File: config.mk
export PLATFORM = sky130hd
export DESIGN_NAME = matrix_stream_io
export DESIGN_NICKNAME = d
export VERILOG_FILES = /design/src/rtl/matrix_pkg.sv /design/src/rtl/matrix_stream_io_flat_word_select.sv /design/src/rtl/matrix_stream_io.sv
export SDC_FILE = /design/constraint.sdc
export NUM_CORES = 2
export LEC_CHECK = 0
export CORE_AREA = 10 10 625 627
export CTS_CLUSTER_DIAMETER = 120
export CTS_CLUSTER_SIZE = 10
export DETAILED_ROUTE_END_ITERATION = 12
export DIE_AREA = 0 0 635 637
export PLACE_DENSITY = 0.37
export SLEW_MARGIN = 20
export SYNTH_ARGS = -nofsm -noshare
export SYNTH_HDL_FRONTEND = slang
export SYNTH_SLANG_ARGS = --single-unit
File: constraint.sdc
create_clock -name clk -period 5.01 [get_ports clk]
set_input_delay 1.002 -clock clk [delete_from_list [all_inputs] [get_ports clk]]
set_output_delay 1.002 -clock clk [all_outputs]
set_load 0.005 [all_outputs]
File: src/rtl/matrix_pkg.sv
// Shared word width and FSM state encoding for the matrix stream I/O block.
package matrix_pkg;

   localparam int WORD_W = 32;

   typedef enum logic [1:0] {
      LOAD_A  = 2'd0,
      LOAD_B  = 2'd1,
      COMPUTE = 2'd2,
      DRAIN   = 2'd3
   } state_e;

endpackage

File: src/rtl/matrix_stream_io_flat_word_select.sv
// Combinational word extractor: picks word idx_i out of a flat bus of
// WORDS words, each W bits, word 0 in the low bits. Out-of-range gives 0.
module flat_word_select #(
   parameter int WORDS = 4,
   parameter int W     = 32,
   parameter int IDX_W = 3
) (
   input  logic [WORDS*W-1:0] flat_i,
   input  logic [IDX_W-1:0]   idx_i,
   output logic [W-1:0]       word_o
);

   // Priority-free one-hot match on the index; only one i can hit.
   always_comb begin
      word_o = '0;
      for (int i = 0; i < WORDS; i++) begin
         if (idx_i == IDX_W'(i)) word_o = flat_i[i*W +: W];
      end
   end

endmodule

File: src/rtl/matrix_stream_io.sv
// Streams two n x n operand matrices in, hands them to an external
// multiplier, waits (bounded by TIMEOUT) for the product and streams it out.
module matrix_stream_io
   import matrix_pkg::*;
#(
   parameter int n       = 4,
   parameter int TIMEOUT = 1024
) (
   input  logic                    clk,
   input  logic                    reset,
   input  logic [WORD_W-1:0]       in_data,
   input  logic                    in_valid,
   output logic                    in_ready,
   output logic [WORD_W*n*n-1:0]   matrix_A,
   output logic [WORD_W*n*n-1:0]   matrix_B,
   output logic                    mul_reset,
   output logic                    mul_enable,
   input  logic [WORD_W*n*n-1:0]   mul_out,
   input  logic                    mul_out_ready,
   output logic [WORD_W-1:0]       out_data,
   output logic                    out_valid,
   input  logic                    out_ready,
   output logic                    err
);

   localparam int NW    = n*n;
   localparam int IDX_W = $clog2(NW+1);
   localparam int CNT_W = $clog2(TIMEOUT+1);

   localparam logic [IDX_W-1:0] LAST_IDX = IDX_W'(NW-1);
   localparam logic [CNT_W-1:0] CNT_LAST = CNT_W'(TIMEOUT-1);

   state_e                  state_q, state_d;
   logic [IDX_W-1:0]        idx_q, idx_d;
   logic [CNT_W-1:0]        cnt_q, cnt_d;
   logic                    mul_reset_q, mul_reset_d;
   logic                    mul_enable_q, mul_enable_d;
   logic                    err_q, err_d;
   logic [WORD_W*NW-1:0]    a_q, b_q, result_q;
   logic                    wr_a, wr_b, cap;
   logic [WORD_W-1:0]       sel_word;

   // Handshake qualifiers come from registered state only.
   assign in_ready   = (state_q == LOAD_A) || (state_q == LOAD_B);
   assign out_valid  = (state_q == DRAIN);
   assign matrix_A   = a_q;
   assign matrix_B   = b_q;
   assign mul_reset  = mul_reset_q;
   assign mul_enable = mul_enable_q;
   assign err        = err_q;

   flat_word_select #(
      .WORDS (NW),
      .W     (WORD_W),
      .IDX_W (IDX_W)
   ) u_sel (
      .flat_i (result_q),
      .idx_i  (idx_q),
      .word_o (sel_word)
   );

   // Drive zero outside DRAIN so the bus is quiet when nothing is offered.
   assign out_data = out_valid ? sel_word : '0;

   // Next-state, index, timeout counter and register-write strobes.
   always_comb begin
      state_d      = state_q;
      idx_d        = idx_q;
      cnt_d        = cnt_q;
      mul_reset_d  = mul_reset_q;
      mul_enable_d = mul_enable_q;
      err_d        = err_q;
      wr_a         = 1'b0;
      wr_b         = 1'b0;
      cap          = 1'b0;
      case (state_q)
         LOAD_A: begin
            if (in_valid) begin
               wr_a = 1'b1;
               if (idx_q == LAST_IDX) begin
                  idx_d   = '0;
                  state_d = LOAD_B;
               end else begin
                  idx_d = idx_q + 1'b1;
               end
            end
         end
         LOAD_B: begin
            if (in_valid) begin
               wr_b = 1'b1;
               if (idx_q == LAST_IDX) begin
                  idx_d        = '0;
                  cnt_d        = '0;
                  mul_reset_d  = 1'b0;
                  mul_enable_d = 1'b1;
                  state_d      = COMPUTE;
               end else begin
                  idx_d = idx_q + 1'b1;
               end
            end
         end
         COMPUTE: begin
            // A product arriving on the last allowed cycle still wins.
            if (mul_out_ready) begin
               cap          = 1'b1;
               mul_reset_d  = 1'b1;
               mul_enable_d = 1'b0;
               idx_d        = '0;
               cnt_d        = '0;
               state_d      = DRAIN;
            end else if (cnt_q == CNT_LAST) begin
               err_d        = 1'b1;
               mul_reset_d  = 1'b1;
               mul_enable_d = 1'b0;
               idx_d        = '0;
               cnt_d        = '0;
               state_d      = LOAD_A;
            end else begin
               cnt_d = cnt_q + 1'b1;
            end
         end
         DRAIN: begin
            if (out_ready) begin
               if (idx_q == LAST_IDX) begin
                  idx_d   = '0;
                  state_d = LOAD_A;
               end else begin
                  idx_d = idx_q + 1'b1;
               end
            end
         end
         default: begin
            state_d = LOAD_A;
            idx_d   = '0;
         end
      endcase
   end

   // State, control flags and matrix storage; reset wins in every state.
   always_ff @(posedge clk) begin
      if (reset) begin
         state_q      <= LOAD_A;
         idx_q        <= '0;
         cnt_q        <= '0;
         mul_reset_q  <= 1'b1;
         mul_enable_q <= 1'b0;
         err_q        <= 1'b0;
         a_q          <= '0;
         b_q          <= '0;
         result_q     <= '0;
      end else begin
         state_q      <= state_d;
         idx_q        <= idx_d;
         cnt_q        <= cnt_d;
         mul_reset_q  <= mul_reset_d;
         mul_enable_q <= mul_enable_d;
         err_q        <= err_d;
         if (wr_a) a_q[idx_q*WORD_W +: WORD_W] <= in_data;
         if (wr_b) b_q[idx_q*WORD_W +: WORD_W] <= in_data;
         if (cap)  result_q <= mul_out;
      end
   end

endmodule

==> results.yml <==
floorplan:
  die_x_um: 635
  die_area_um2: 404000
  initial_utilization_pct: 15.9
  io_pins: 1610
  die_y_um: 637
  coreArea_um2: 378000
  num_rows: 226
yosys:
  ys.flop_type: "dfxtp_1"
  seq_area_frac_synth_pct: 51.9
  synth_cells: 7894
  synth.top_cell.area_share_pct: 51.9
  ys_async_sr_fraction_pct: 0
  avgSynthCellArea_um2: 7.61
  yosysMostFrequentCell: "nand2_1"
  yosysUniqueCellTypes: 73
  synth-edff-count: 0
  synthTopCellsByCount: "nand2_1, a21oi_1, dfxtp_1"
  synthesis.nets: 8450
  synth_top_area_cell: "dfxtp_1"
  ys_seq_elements: 1557
  yosys_warnings: 0
  netlist_area_um2: 60100
  synthTopCellsByArea: "dfxtp_1, a21oi_1, nand2_1"
worst_setup_path:
  path_depth: 15
  cp-start-kind: "flip-flop"
  cp_max_fo: 5
  end_kind: "primary output"
  rr_worst_depth: 10
  critPathTopFamily: "compound AO/OA/AOI/OAI gates"
  reg2reg_slack_ns: 0.99
  cp.required_ns: 4.01
  worstReg2RegStart: "idx_q[2]"
  cp_num_buf_inv: 7
  slowest_delay_ns: 0.55
  worstSetupPathType: "reg -> out"
  r2r_end: "matrix_B[281]"
  arrival_ns: 4.00
  path_cells: "inv_1 > buf_6 > ha_4 > inv_1 > nor3_2 > ha_4 > buf_8 > buf_12 > and3_1 > a211oi_2 > o31ai_4 > o211ai_1 > a21oi_4 > buf_6 > buf_12"
  cp_slowest_cell: "o31ai_4"
min_path:
  min_path_type: "reg -> reg"
  min_from: "err"
  hold_depth: 2
  hold-path-endpoint: "err"
global_route:
  antenna_found_initial: 93
  grt-busiest-layer: "met2"
  gr-usage-met2_pct: 34.2
  grt_pass1_wl_um: 597000
  grt.total_usage_pct: 21.4
  use_met3_pct: 6.12
  grt_pass1_vias: 61400
  met1_usage_pct: 26.7
  grt-ovfl-total: 0
  grt_max_degree: 167
place:
  place_inst: 14100
  place_congestion: 0.959
  place_ws_ns: -0.0257
  hpwlAfterDp_um: 361000
  port_buffers: 1609
  dpl_cell_area_um2: 82800
drt:
  num_vias: 64300
  routedWlPerCell_um: 32.0
  dr.pass1.iters: 7
  drt-initial-drc-count: 5903
  routed_wl_um: 459000
  via_per_inst: 4.47
  drc: 0
  antenna_left: 0
timing:
  fin_skew_ns: 0.0780
  tns_ns: 0
  slew_headroom_pct: 19.8
  hold_violations: 0
  clock.fmax_mhz: 200
  worst_pin_slew_ns: 1.20
  min_period_ns: 5.00
  hold_slack_ns: 0.453
  drv_slew: 0
  setup_violations: 0
  fin_ws_ns: 0.00761
  grt_setup_unrepaired: "yes"
  min_period_over_period_pct: 99.8
layout:
  fin_area_um2: 88900
  layout.nets: 9854
  area_growth_pct: 48.0
  layout-drive-gt1-share_pct: 7.47
  final_cells: 14400
power_and_ir_drop:
  power_frac_seq_pct: 46.4
  ir_drop_v: 0.000249
  leakage_uw: 0.0287
  power.switching_uw: 6990
  combPwrFrac_pct: 7.1
  swShare_pct: 26.1
  pwr-share-clk_pct: 46.5
  p_per_area_nw_per_um2: 301
  intPower_uw: 19800
clocking:
  clock_sinks: 1557
  clock_path_buffers: 4
  cts_tree: "yes"
  h-tree-depth: 4
  clk_pin_slew_ns: 0.06
  cts_buffers: 186
  cts-root-buf: "clkbuf_16"
  clk_latency_ns: 0.91
  cts_hold_buffers: 0
outcome:
  run_status: "finished clean"
run:
  cap_viol_max_count: 0
[layout make-up]
cell class              instances  area (um^2)
diodes                         34         85.1
clock buffers                 194         4700
clock inverters                22          251
fillers                     41700       289000
inverters                      20         75.1
multi-input cells            5649        27400
flip-flops and latches       1557        31200
well taps                    5016         6280
repair buffers               1884        18900
[timing repair]
item                       4_1_cts  5_1_grt
pin swaps                       16       14
gates cloned                     3        1
buffers inserted                12       14
gates resized for setup        111       36
setup endpoints to repair       32       26
[cells by family after synthesis]
logic type | after synthesis | share of synthesized area, %
AO/OA/AOI/OAI | 1964 | 17.9
XOR/XNOR | 9 | 0.131
adder cells (fa/ha/maj) | 7 | 0.146
buffers and inverters | 690 | 4.35
flip-flops | 1557 | 51.9
multiplexers | 66 | 1.10
AND/OR/NAND/NOR | 3601 | 24.5
[worst min-delay path, delay by kind of cell, from the launching register on]
family | cells | cell delay (ns)
compound gates | 1 | 0.05
flops | 1 | 0.31
buf+inv | 1 | 0.05
[power groups by stage]
stage / logic, uW / clock network [uW] / registers [uW]
6_report: 1890 / 12400 / 12400
2_1_floorplan: 525 / 0 / 12700
3_3_place_gp: 1800 / 0 / 12700
3_5_place_dp: 1810 / 0 / 12700
4_1_cts: 1870 / 12900 / 12400
5_1_grt: 1970 / 13200 / 12400
[metrics by stage]
| stage | util (%) | power, uW |
|---|---|---|
| 6_report | 23.5 | 26700 |
| 5_1_grt | 23.5 | 27600 |
| 4_1_cts | 23.4 | 27200 |
| 3_5_place_dp | 21.9 | 14500 |
| 3_3_place_gp | 21.9 | 14500 |
| 2_1_floorplan | - | 13200 |
[cell usage in the layout (no fill, tap or decap), drive strengths merged, types with 9 or more instances in the layout]
master,Yosys,layout
o211ai,16,16
diode,0,34
dfxtp,1557,1557
a31oi,15,15
a22oi,44,44
nand3,123,123
o31ai,13,13
nor2,1330,1330
a2111oi,10,10
nor2b,13,13
or3,134,134
o21a,9,9
a221oi,29,29
clkbuf,640,195
nand4,10,10
nand2b,11,11
o21ai,86,86
nand2,1718,1718
a211oi,28,28
nor3,152,152
inv,20,35
a21oi,1561,1561
clkdlybuf4s50,0,1563
buf,30,320
mux2i,66,66
and2,40,40
and3,14,14
o22ai,57,57
a22o,15,15
o221ai,26,26
[worst max-delay path by stage]
| stage | from | slack (ns) | end |
|---|---|---|---|
| 2_1_floorplan | idx_q[1] | 0.73 | out_data[13] |
| 3_3_place_gp | idx_q[1] | -0.01 | out_data[15] |
| 3_5_place_dp | idx_q[1] | -0.03 | out_data[15] |
| 4_1_cts | idx_q[0] | -0.07 | out_data[2] |
| 5_1_grt | idx_q[0] | -0.05 | out_data[11] |
| 6_report | idx_q[0] | 0.008 | out_data[11] |
[registers in the layout, indices dropped and copies added (netlist names)]
name / count
cnt_q: 11
err: 1
matrix_B: 512
matrix_A: 512
mul_enable: 1
state_q: 2
idx_q: 5
result_q: 512
mul_reset: 1
[per-layer routing]
metal / part of all wire, % / wire length (um) / vias up
met5: 0.12 / 561 / -
met4: 5.3 / 24500 / 80
met3: 7.9 / 36500 / 633
met2: 45 / 205000 / 2596
met1: 42 / 192000 / 31900
li1: - / - / 29100
(Power assumes the default switching activity.)
